**config.mk**
```make
export PLATFORM = sky130hd
export DESIGN_NAME = dlx_fetch_unit
export DESIGN_NICKNAME = d
export VERILOG_FILES = /design/src/rtl/dlx_fetch_unit.sv
export SDC_FILE = /design/constraint.sdc
export NUM_CORES = 1
export LEC_CHECK = 0
export CAP_MARGIN = 30
export CORE_MARGIN = 4
export CORE_UTILIZATION = 40
export CTS_CLUSTER_DIAMETER = 200
export CTS_CLUSTER_SIZE = 12
export DETAILED_ROUTE_END_ITERATION = 8
export PLACE_DENSITY = 0.74
export SYNTH_ARGS = -nofsm -noshare
export SYNTH_HDL_FRONTEND = slang
export SYNTH_SLANG_ARGS = --single-unit
```
**constraint.sdc**
```tcl
create_clock -name clk -period 4.6 [get_ports clk]
set_input_delay 1.15 -clock clk [delete_from_list [all_inputs] [get_ports clk]]
set_output_delay 1.15 -clock clk [all_outputs]
set_load 0.005 [all_outputs]
```
**src/rtl/dlx_fetch_unit.sv**
```systemverilog
// DLX instruction fetch stage: owns the PC, issues one word request at a time to
// instruction memory, hands each instruction to decode and applies redirects from execute.
module dlx_fetch_unit #(
    parameter logic [31:0] RESET_PC = 32'h0000_0000,
    parameter logic [31:0] NOP_WORD = 32'h0000_0015
) (
    input  logic        clk,
    input  logic        reset,
    output logic        imem_req,
    output logic [31:0] imem_addr,
    input  logic        imem_gnt,
    input  logic        imem_rvalid,
    input  logic [31:0] imem_rdata,
    output logic        if_valid,
    output logic [31:0] if_instr,
    output logic [31:0] if_pc4,
    input  logic        id_ready,
    input  logic        ex_valid,
    input  logic        ex_beqz,
    input  logic        ex_bnez,
    input  logic        ex_jump,
    input  logic        ex_jumpReg,
    input  logic [31:0] ex_rs1,
    input  logic [25:0] ex_offset,
    input  logic [31:0] ex_pc4
);

    typedef enum logic [1:0] {
        S_REQ  = 2'd0,
        S_WAIT = 2'd1,
        S_HOLD = 2'd2,
        S_DROP = 2'd3
    } state_t;

    state_t      state_r, state_next_s;
    logic [31:0] pc_r, pc_next_s;
    logic [31:0] instr_r, instr_next_s;
    logic [31:0] pc4_r, pc4_next_s;
    logic        valid_r, valid_next_s;
    logic        req_r, req_next_s;
    logic        gnt_s;
    logic        taken_s;
    logic [31:0] target_s;

    // Jumps use the full 26-bit offset, branches the low 16 bits; result is word aligned.
    function automatic logic [31:0] redirect_target(
        input logic        jump_reg,
        input logic        jump,
        input logic [31:0] rs1,
        input logic [25:0] offset,
        input logic [31:0] pc4
    );
        logic [31:0] ext;
        logic [31:0] sum;
        if (jump) begin
            ext = {{6{offset[25]}}, offset};
        end else begin
            ext = {{16{offset[15]}}, offset[15:0]};
        end
        if (jump_reg) begin
            sum = rs1;
        end else begin
            sum = pc4 + ext;
        end
        return {sum[31:2], 2'b00};
    endfunction

    assign taken_s  = ex_valid & (ex_jump
                                  | (ex_beqz & (ex_rs1 == 32'd0))
                                  | (ex_bnez & (ex_rs1 != 32'd0)));
    assign target_s = redirect_target(ex_jumpReg, ex_jump, ex_rs1, ex_offset, ex_pc4);
    // A grant only counts while our request is actually visible on the bus.
    assign gnt_s    = req_r & imem_gnt;

    // Next-state, PC and decode-output selection; a taken redirect overrides all else.
    always_comb begin
        state_next_s = state_r;
        pc_next_s    = pc_r;
        instr_next_s = instr_r;
        pc4_next_s   = pc4_r;
        valid_next_s = valid_r;
        case (state_r)
            S_REQ: begin
                if (taken_s) begin
                    pc_next_s    = target_s;
                    state_next_s = gnt_s ? S_DROP : S_REQ;
                end else if (gnt_s) begin
                    state_next_s = S_WAIT;
                end else begin
                    state_next_s = S_REQ;
                end
            end
            S_WAIT: begin
                if (taken_s) begin
                    pc_next_s    = target_s;
                    state_next_s = imem_rvalid ? S_REQ : S_DROP;
                end else if (imem_rvalid) begin
                    instr_next_s = imem_rdata;
                    pc4_next_s   = pc_r + 32'd4;
                    valid_next_s = 1'b1;
                    pc_next_s    = pc_r + 32'd4;
                    state_next_s = S_HOLD;
                end else begin
                    state_next_s = S_WAIT;
                end
            end
            S_HOLD: begin
                if (taken_s) begin
                    pc_next_s    = target_s;
                    valid_next_s = 1'b0;
                    instr_next_s = NOP_WORD;
                    state_next_s = S_REQ;
                end else if (id_ready) begin
                    valid_next_s = 1'b0;
                    instr_next_s = NOP_WORD;
                    state_next_s = S_REQ;
                end else begin
                    state_next_s = S_HOLD;
                end
            end
            S_DROP: begin
                if (taken_s) begin
                    pc_next_s = target_s;
                end else begin
                    pc_next_s = pc_r;
                end
                // The stale response still has to be absorbed before a new request.
                state_next_s = imem_rvalid ? S_REQ : S_DROP;
            end
            default: begin
                state_next_s = S_REQ;
            end
        endcase
        req_next_s = (state_next_s == S_REQ);
    end

    // State and registered outputs.
    always_ff @(posedge clk) begin
        if (reset) begin
            state_r <= S_REQ;
            pc_r    <= RESET_PC;
            instr_r <= NOP_WORD;
            pc4_r   <= 32'd0;
            valid_r <= 1'b0;
            req_r   <= 1'b0;
        end else begin
            state_r <= state_next_s;
            pc_r    <= pc_next_s;
            instr_r <= instr_next_s;
            pc4_r   <= pc4_next_s;
            valid_r <= valid_next_s;
            req_r   <= req_next_s;
        end
    end

    assign imem_req  = req_r;
    assign imem_addr = pc_r;
    assign if_valid  = valid_r;
    assign if_instr  = instr_r;
    assign if_pc4    = pc4_r;

endmodule

```
==> metrics, run 1 <==
vias in the first global route=a little over 6000; Area Overhead vs Synth=47.1%; RSZ-0062 raised after global routing=false; Root Buffer=clkbuf_16; Max Transition Viols Final=0; Bufs on Longest Clock Path=2; fill count=approximately 1300; warnings from Yosys=0; largest net degree at the start of global routing=34; Overflow after GRT=0; I/O Buffers=225; Mapped Cells=749; total CTS buffers=9; Startpoint Class=primary input; synthesized area per cell=8.14 µm²; CTS-repair resized insts=0; ys async rst share=0; final estimated routing congestion in global placement=~0.9; GRT Total Usage=0.225; initial core utilization=0.413; post-route cell area=8960 µm²; hold_buf cts=0; worst hold slack=0.440 ns; die width=131 µm; Final Hold Viols=0; CTS Sinks=96; worst-margin pin slew=0.774 ns; maximum vdd drop=roughly 0.14 mV; worst-path fanout max=5; worst skew pair latency=0.34 ns; row count=44; Post-synth EDFFs=0; Unique masters post-synth=75; # diodes=0; CP endpoint kind=flop; Max Clk Rate=0.238 GHz; initial antenna violation count=0; DR vias/cell=between 5 and 6; register area share after synthesis=0.315; synthesized flop and latch total=96; class of the worst hold path=reg2reg; post-DP HPWL=16.1 mm; CTS tree=done; max-capacitance violation count=0; Place WS=0.0777 ns; post-route DRC violation count=0; core area=14800 µm²; drt pass-1 iters=5; Chip Height=131 µm; status=finished clean; final clock skew=0.00973 ns; first-pass GRT wire length=32.3 mm; post-CTS setup buffers=0; WL per Instance=17.2 µm; Area contributors post-synth=dfxtp_1 32%, ha_1 7.0%, a21oi_1 5.5%, nor2_1 5.0%, xnor2_1 4.5%; setup ws final=0.396 ns; area share of the largest cell type after synthesis=0.315; final wirelength=20.1 mm; Cell Pwr Density=289 nW/µm²; vias post-DR=6557; minimum clock period=4.20 ns; nets=1142; largest area contributor in the netlist=dfxtp_1; Arr. time, crit path=4.48 ns; Crit Path Class=in2reg; Antenna Nets Post-Route=0; setup TNS=0 ns; H-tree levels=3; normalized max-slew margin=0.483; most common cell after layout, fill and taps aside=clkdlybuf4s50_1; CP required=4.87 ns; final period utilization=0.914; commonest cells after routing, fill and taps aside=224 x clkdlybuf4s50_1, 96 x dfxtp_1, 81 x nor2_1; die area=17300 µm²; dpl cell area=8630 µm²; clock slew at reported path FFs=0.07 ns; layout cells sized above 1=0.0775; final setup vio count=0; Top Ports=230; Main synth FF type=dfxtp_1; leakage power=3.45 nW; mapped cell area=6090 µm²; DR iter-0 viols=roughly 460
registers in the layout, indices dropped and copies added, names as in the netlist:
signal	flops
if_instr	32
if_pc4	30
if_valid	1
imem_addr	30
imem_req	1
state_r	2
synthesized netlist by cell type, drive strengths merged, types with 5 or more instances:
| cell type | instances |
|---|---|
| ha | 34 |
| nand2b | 6 |
| a21o | 11 |
| nand2 | 59 |
| dfxtp | 96 |
| xor2 | 15 |
| o211ai | 13 |
| nor3 | 15 |
| or3 | 6 |
| nor2 | 82 |
| nor3b | 8 |
| clkbuf | 33 |
| nand3 | 23 |
| a22o | 30 |
| nand4 | 13 |
| nor4 | 12 |
| o221ai | 7 |
| mux2i | 5 |
| xnor2 | 31 |
| o21ai | 39 |
| a211oi | 25 |
| and3 | 16 |
| o21a | 5 |
| and2 | 8 |
| a21oi | 67 |
| inv | 18 |
| buf | 11 |
| a31oi | 5 |
path summary, 6_finish.rpt:
| check | from | to | slack, ns | depth (start not counted) |
|---|---|---|---|---|
| worst max register to register | imem_addr[12]$_SDFFE_PP0P_ | imem_addr[31]$_SDFFE_PP0P_ | 1.45 | 9 |
| worst min register to register | if_valid$_SDFFE_PP0P_ | if_valid$_SDFFE_PP0P_ | 0.44 | 2 |
| worst min-delay path | if_valid$_SDFFE_PP0P_ | if_valid$_SDFFE_PP0P_ | 0.44 | 2 |
| worst max-delay path | ex_rs1[2] | imem_addr[30]$_SDFFE_PP0P_ | 0.40 | 12 |
power breakdown:
group,internal (W),switching (W)
clock network,0.000494,0.000331
registers,0.000891,0.0000795
logic,0.000421,0.000372
layer usage:
layer  vias to the layer above  GRT usage  routed length [µm]
li1                       3242          -                   -
met1                      2983      0.308                9240
met2                       296      0.349                8800
met3                        36     0.0589                1600
met4                         0     0.0735                 425
met5                         -          0                   0
logic make-up after synthesis:
logic type                 synth area share
xor gates and xnor gates             0.0661
and+or+nand+nor                       0.219
other                              0.000615
adders and majority gates            0.0698
AOI/OAI and AO/OA                     0.266
DFF                                   0.315
buffers and inverters                0.0478
muxes                                0.0156
metrics by stage:
stage,total power [W],util,cells
detailed placement,0.00177,0.585,1149
floorplan,0.00139,-,752
global placement,0.00177,0.585,1149
finish,0.00259,0.608,1165
global route,0.00272,0.608,1165
CTS,0.00260,0.608,1165
layout make-up:
cell class	count	area, µm²	area share
well taps	184	230	0.0257
inverters	18	67.6	0.00754
clock buffers	10	239	0.0267
flip-flops and latches	96	1920	0.214
multi-input cells	594	3930	0.438
clock inverters	6	91.3	0.0102
repair buffers	257	2490	0.277
worst max-delay path, cell delays in order:
cell and delay [ns]:
clkdlybuf4s50_1 0.44, nor4_1 0.44, nand4_1 0.26, o21a_1 0.25, nor3_1 0.27, inv_1 0.10, ha_1 0.21, or2b_1 0.26
o31a_2 0.15, or3_1 0.38, or4_1 0.48, o211ai_1 0.10
No activity file was read; power rests on OpenSTA's default activity.
==> inputs of run 2 (changes only) <==
CTS_CLUSTER_DIAMETER = 120   (was 200)
RECOVER_POWER = 25   (was default)
==> run 2 against run 1 <==
Setup slack gained 0.023 ns. Core utilization is the same. Die area stayed put. Total power decreased by 0.30%. Sequential share of layout area did not move. Routed wire length down 0.10%. Combinational power down 0.6%. Sequential power is essentially flat. Register-to-register slack about the same. Critical endpoint unchanged.
==> metrics, run 2 (synthesis gave the netlist of run 1 again) <==
status=finished clean; Cell Pwr Density=288 nW/µm²; RSZ-0062 raised after global routing=false; minimum clock period=4.18 ns; P_sw=approximately 0.00078 W; worst-margin pin slew=0.790 ns; final wirelength=20.1 mm; fill count=between 1000 and 1500; vias in the first global route=6145; Crit path max-delay family=simple AND/OR/NAND/NOR gates; H-tree levels=3; post-route DRC violation count=0; core area=between 10000 and 15000 µm²; final setup vio count=0; initial core utilization=0.413; register share of total power=0.376; Largest stage delay, worst path=0.48 ns; first-pass GRT wire length=32.3 mm; final period utilization=0.909; leakage power=~3.6 nW; final clock skew=0.00827 ns; I/O Buffers=~230; final estimated routing congestion in global placement=0.878; Int Pwr=roughly 0.0018 W; CTS-repair resized insts=0; CP endpoint kind=flop; normalized max-slew margin=0.472; CP required=about 5 ns; Largest register FFs=32; # diodes=0; WL per Instance=17.2 µm; CP bufs+invs=2; drt pass-1 iters=5; combinational group share of total power=0.305; CP max stage cell=or4_1; nets=1142; Max Transition Viols Final=0; initial antenna violation count=0; class of the worst hold path=reg2reg; maximum vdd drop=0.144 mV; die width=131 µm; Max Clk Rate=0.239 GHz; Root Buffer=clkbuf_16; post-DP HPWL=16.1 mm; die area=around 17000 µm²; DR vias/cell=5.62; Final Hold Viols=0; Chip Height=131 µm; CTS tree=done; DR iter-0 viols=a little under 500; layout cells sized above 1=0.0775; Crit Path Class=in2reg; post-CTS setup buffers=0; max-capacitance violation count=0; Clock Power Share=0.319; setup TNS=0 ns; total CTS buffers=9; hold_buf cts=0; overall power=0.00258 W; CTS Sinks=96; Antenna Nets Post-Route=0; commonest cells after routing, fill and taps aside=177 x clkdlybuf4s50_1, 96 x dfxtp_1, 81 x nor2_1; largest net degree at the start of global routing=34; worst skew pair latency=0.34 ns; row count=44; switching share of total power=0.302; Top Ports=230; Arr. time, crit path=between 4 and 5 ns; vias post-DR=roughly 6600; worst-path fanout max=5; GRT Total Usage=0.225; Area Overhead vs Synth=47.1%; clock slew at reported path FFs=0.07 ns; Overflow after GRT=0; most common cell after layout, fill and taps aside=clkdlybuf4s50_1; Bufs on Longest Clock Path=2; worst-path cell chain=clkdlybuf4s50_1, nor4_1, nand4_1, o21a_1, nor3_1, inv_1, ha_1, or2b_1, o31a_2, or3_1, or4_1, o211ai_1; Startpoint Class=primary input
## run 2: cell types whose count changed in the layout (fill, tap and decap cells not counted), sizes merged
cell,change
dlygate4sd3,+47
clkdlybuf4s50,-47
## run 2: final cells by class
class | count | area [µm²] | share of cell area
multi-input cells | 594 | 3930 | 0.438
clock inverters | 6 | 91.3 | 0.0102
well taps | 184 | 230 | 0.0257
inverters | 18 | 67.6 | 0.00754
flip-flops and latches | 96 | 1920 | 0.214
repair buffers | 257 | 2490 | 0.277
clock buffers | 10 | 239 | 0.0267
## run 2: final timing paths
kind	slack [ns]	depth (start not counted)	end	from
hold reg to reg	0.44	2	if_valid$_SDFFE_PP0P_	if_valid$_SDFFE_PP0P_
setup reg to reg	1.46	9	imem_addr[31]$_SDFFE_PP0P_	imem_addr[12]$_SDFFE_PP0P_
setup / recovery	0.42	12	imem_addr[30]$_SDFFE_PP0P_	ex_rs1[16]
hold / removal	0.44	2	if_valid$_SDFFE_PP0P_	if_valid$_SDFFE_PP0P_
## run 2: worst register-to-register path: stages, from the launching register on
cell and delay [ns]:
dfxtp_1 0.54, nand4_2 0.20, or4_4 0.58, nor3b_4 0.34, and3_4 0.27, and2_4 0.18
nand3_4 0.08, a21o_1 0.20, a221o_1 0.31, a221o_1 0.34
## run 2: power by group through the flow
stage | logic (W) | clock network, W | registers [W]
final | 0.000788 | 0.000823 | 0.000970
after global routing | 0.000864 | 0.000873 | 0.000980
after CTS | 0.000790 | 0.000842 | 0.000969
after detailed placement | 0.000785 | 0 | 0.000988
after global placement | 0.000781 | 0 | 0.000987
after floorplan | 0.000420 | 0 | 0.000971
## run 2: stage by stage
step	setup slack (ns)	utilization	instances	instance area [µm²]	hold slack, ns
after floorplan	0.394	-	752	6100	0.439
after global placement	0.131	0.585	1149	8630	0.429
after detailed placement	0.0777	0.585	1149	8630	0.433
after CTS	0.417	0.608	1165	8960	0.445
after global routing	0.166	0.608	1165	8960	0.462
final	0.419	0.608	1165	8960	0.440
## run 2: layer usage
metal / GRT usage / vias up / part of all wire
met4: 0.0735 / 0 / 0.022
met1: 0.308 / 2998 / 0.46
met3: 0.0589 / 40 / 0.077
li1: - / 3243 / -
met2: 0.349 / 272 / 0.44
met5: 0 / - / 0
==> edit (settings of run 1) <==
Add an input register stage for `ex_offset`; this delays it by one clock. The other inputs are not delayed to match.
--- a/src/rtl/dlx_fetch_unit.sv
+++ b/src/rtl/dlx_fetch_unit.sv
@@ -31,6 +31,12 @@
         S_HOLD = 2'd2,
         S_DROP = 2'd3
     } state_t;
+
+    logic [25:0] ex_offset_q;
+
+    always_ff @(posedge clk) begin
+        ex_offset_q <= ex_offset;
+    end
 
     state_t      state_r, state_next_s;
     logic [31:0] pc_r, pc_next_s;
@@ -68,7 +74,7 @@
     assign taken_s  = ex_valid & (ex_jump
                                   | (ex_beqz & (ex_rs1 == 32'd0))
                                   | (ex_bnez & (ex_rs1 != 32'd0)));
-    assign target_s = redirect_target(ex_jumpReg, ex_jump, ex_rs1, ex_offset, ex_pc4);
+    assign target_s = redirect_target(ex_jumpReg, ex_jump, ex_rs1, ex_offset_q, ex_pc4);
     // A grant only counts while our request is actually visible on the bus.
     assign gnt_s    = req_r & imem_gnt;
 
Check against the original RTL: not equivalent (a bounded check fails within 4 cycles, from zero or initial values and one cycle with reset high).
==> edit against run 1 <==
- worst setup slack improved by 0.14 ns
- clock skew about the same
- sequential cell count rose by 26
- first-iteration DRC count down 26%
- cell area increased by 11%
- routed wire length up 12%
- total power is 23% higher
- synthesized area rose by 13%
- via count is 6.5% higher
- critical path depth is 4 higher
- largest power group is now the clock network
==> edit: results (changes against run 1) <==
\begin{tabular}{lr}
\hline
Metric & Value \\
\hline
\multicolumn{2}{l}{\textbf{Placed design}} \\
Number of cells after detailed placement & 1,236 (+7.6\%) \\
Post-placement worst setup slack & 0.1451 ns (+0.06745 ns) \\
Sum of net half-perimeters after detailed placement & 17.51 mm (+8.9\%) \\
Cell area after placement & 9424 sq um (+9.2\%) \\
Routability-driven placement congestion ratio & 0.9193 (+4.7\%) \\
\multicolumn{2}{l}{\textbf{Clock tree}} \\
CTS HTree Levels & 4 (+1) \\
Clk Latency, worst-skew pair & 0.42 ns (+0.08 ns) \\
\multicolumn{2}{l}{\textbf{Critical path}} \\
Data arrival, critical path & 4.40 ns (-0.08 ns) \\
Highest fanout seen on the critical path & 11 (+6) \\
Critical register-to-register path startpoint & imem\_addr[2]\$\_SDFFE\_PP0P\_ \\
CP max stage delay & 0.52 ns (+0.04 ns) \\
\multicolumn{2}{l}{\textbf{Detailed routing}} \\
Vias/cell & 5.503 (-2.2\%) \\
Detail-routed net length per standard cell & 17.65 microns (+2.4\%) \\
WL final & 22.39 mm (+12\%) \\
Number of design-rule violations left by the first detailed-router iteration & 341 (-26\%) \\
\multicolumn{2}{l}{\textbf{Global routing}} \\
Global-route total usage across every layer & 22.40\% (-0.15 points) \\
Largest net degree at the start of global routing & 46 (+35\%) \\
Initial antenna violation count & 2 (+2) \\
\multicolumn{2}{l}{\textbf{Yosys}} \\
Part of the Yosys area used for sequential elements & 35.36\% (+3.8 points) \\
Most area-consuming cells after synthesis & sky130\_fd\_sc\_hd\_\_dfxtp\_1 (35\%), sky130\_fd\_sc\_hd\_\_ha\_1 (6.2\%), sky130\_fd\_sc\_hd\_\_a21oi\_1 (4.6\%), sky130\_fd\_sc\_hd\_\_nor2\_1 (4.3\%), sky130\_fd\_sc\_hd\_\_a22o\_2 (4.2\%) \\
Synth unique cells & 72 (-4.0\%) \\
Most common library cells after synthesis & sky130\_fd\_sc\_hd\_\_dfxtp\_1 (122), sky130\_fd\_sc\_hd\_\_nor2\_1 (79), sky130\_fd\_sc\_hd\_\_nand2\_1 (65) \\
Synth Instances & 813 (+8.5\%) \\
\multicolumn{2}{l}{\textbf{Status}} \\
Status & finished clean \\
\multicolumn{2}{l}{\textbf{Timing}} \\
Fin Hold WS & 0.4479 ns (+0.008263 ns) \\
Share of the clock period used by the worst path & 88.45\% (-2.9 points) \\
Fin Clk Skew & 0.009392 ns (-0.0003409 ns) \\
\multicolumn{2}{l}{\textbf{Final layout}} \\
Share of cells above drive strength 1 & 9.924\% (+2.2 points) \\
\hline
\end{tabular}
==> edit: area by class of cell <==
type                       instances  area (sq um)
antenna                            1         2.502
clock buffer                      19         432.9
tap                              220         275.3
inverter                          21         78.83
multi-input combinational        617          4098
fill                            1522          6779
timing repair buffer             256          2530
sequential                       122          2442
clock inverter                    13         121.4
==> edit: logic make-up after synthesis <==
kind of cell	Yosys count	synth area share (%)
AND/OR/NAND/NOR	257	18.35
other	1	0.05429
flip-flops	122	35.36
multiplexers	7	1.032
buffers and inverters	77	5.869
XOR/XNOR	52	6.593
adder cells (fa/ha/maj)	34	6.158
AO/OA/AOI/OAI	263	26.59
==> edit: routing by layer <==
metal	part of all wire [%]	up-vias	global-route usage, %
met1	43	3199	28.63
met3	7.8	33	5.626
met4	2.4	2	7.930
li1	-	3459	-
met5	0.036	-	0
met2	47	290	36.77
==> edit: power by group <==
part | switching, mW | total, mW | internal, mW
Sequential | 0.0739 | 1.19 | 1.12
Clock | 0.508 | 1.25 | 0.744
Combinational | 0.357 | 0.741 | 0.385
Total | 0.939 | 3.18 | 2.25
==> edit: how the worst max path moves through the flow <==
stage	from	to	cells after the start
after CTS	ex_rs1[17]	imem_addr[13]$_SDFFE_PP0P_	16
after floorplan	ex_rs1[17]	imem_addr[27]$_SDFFE_PP0P_	15
after global routing	ex_rs1[16]	imem_addr[27]$_SDFFE_PP0P_	16
after detailed placement	ex_rs1[17]	imem_addr[13]$_SDFFE_PP0P_	16
final	ex_rs1[17]	imem_addr[13]$_SDFFE_PP0P_	16
after global placement	ex_rs1[16]	imem_addr[13]$_SDFFE_PP0P_	16
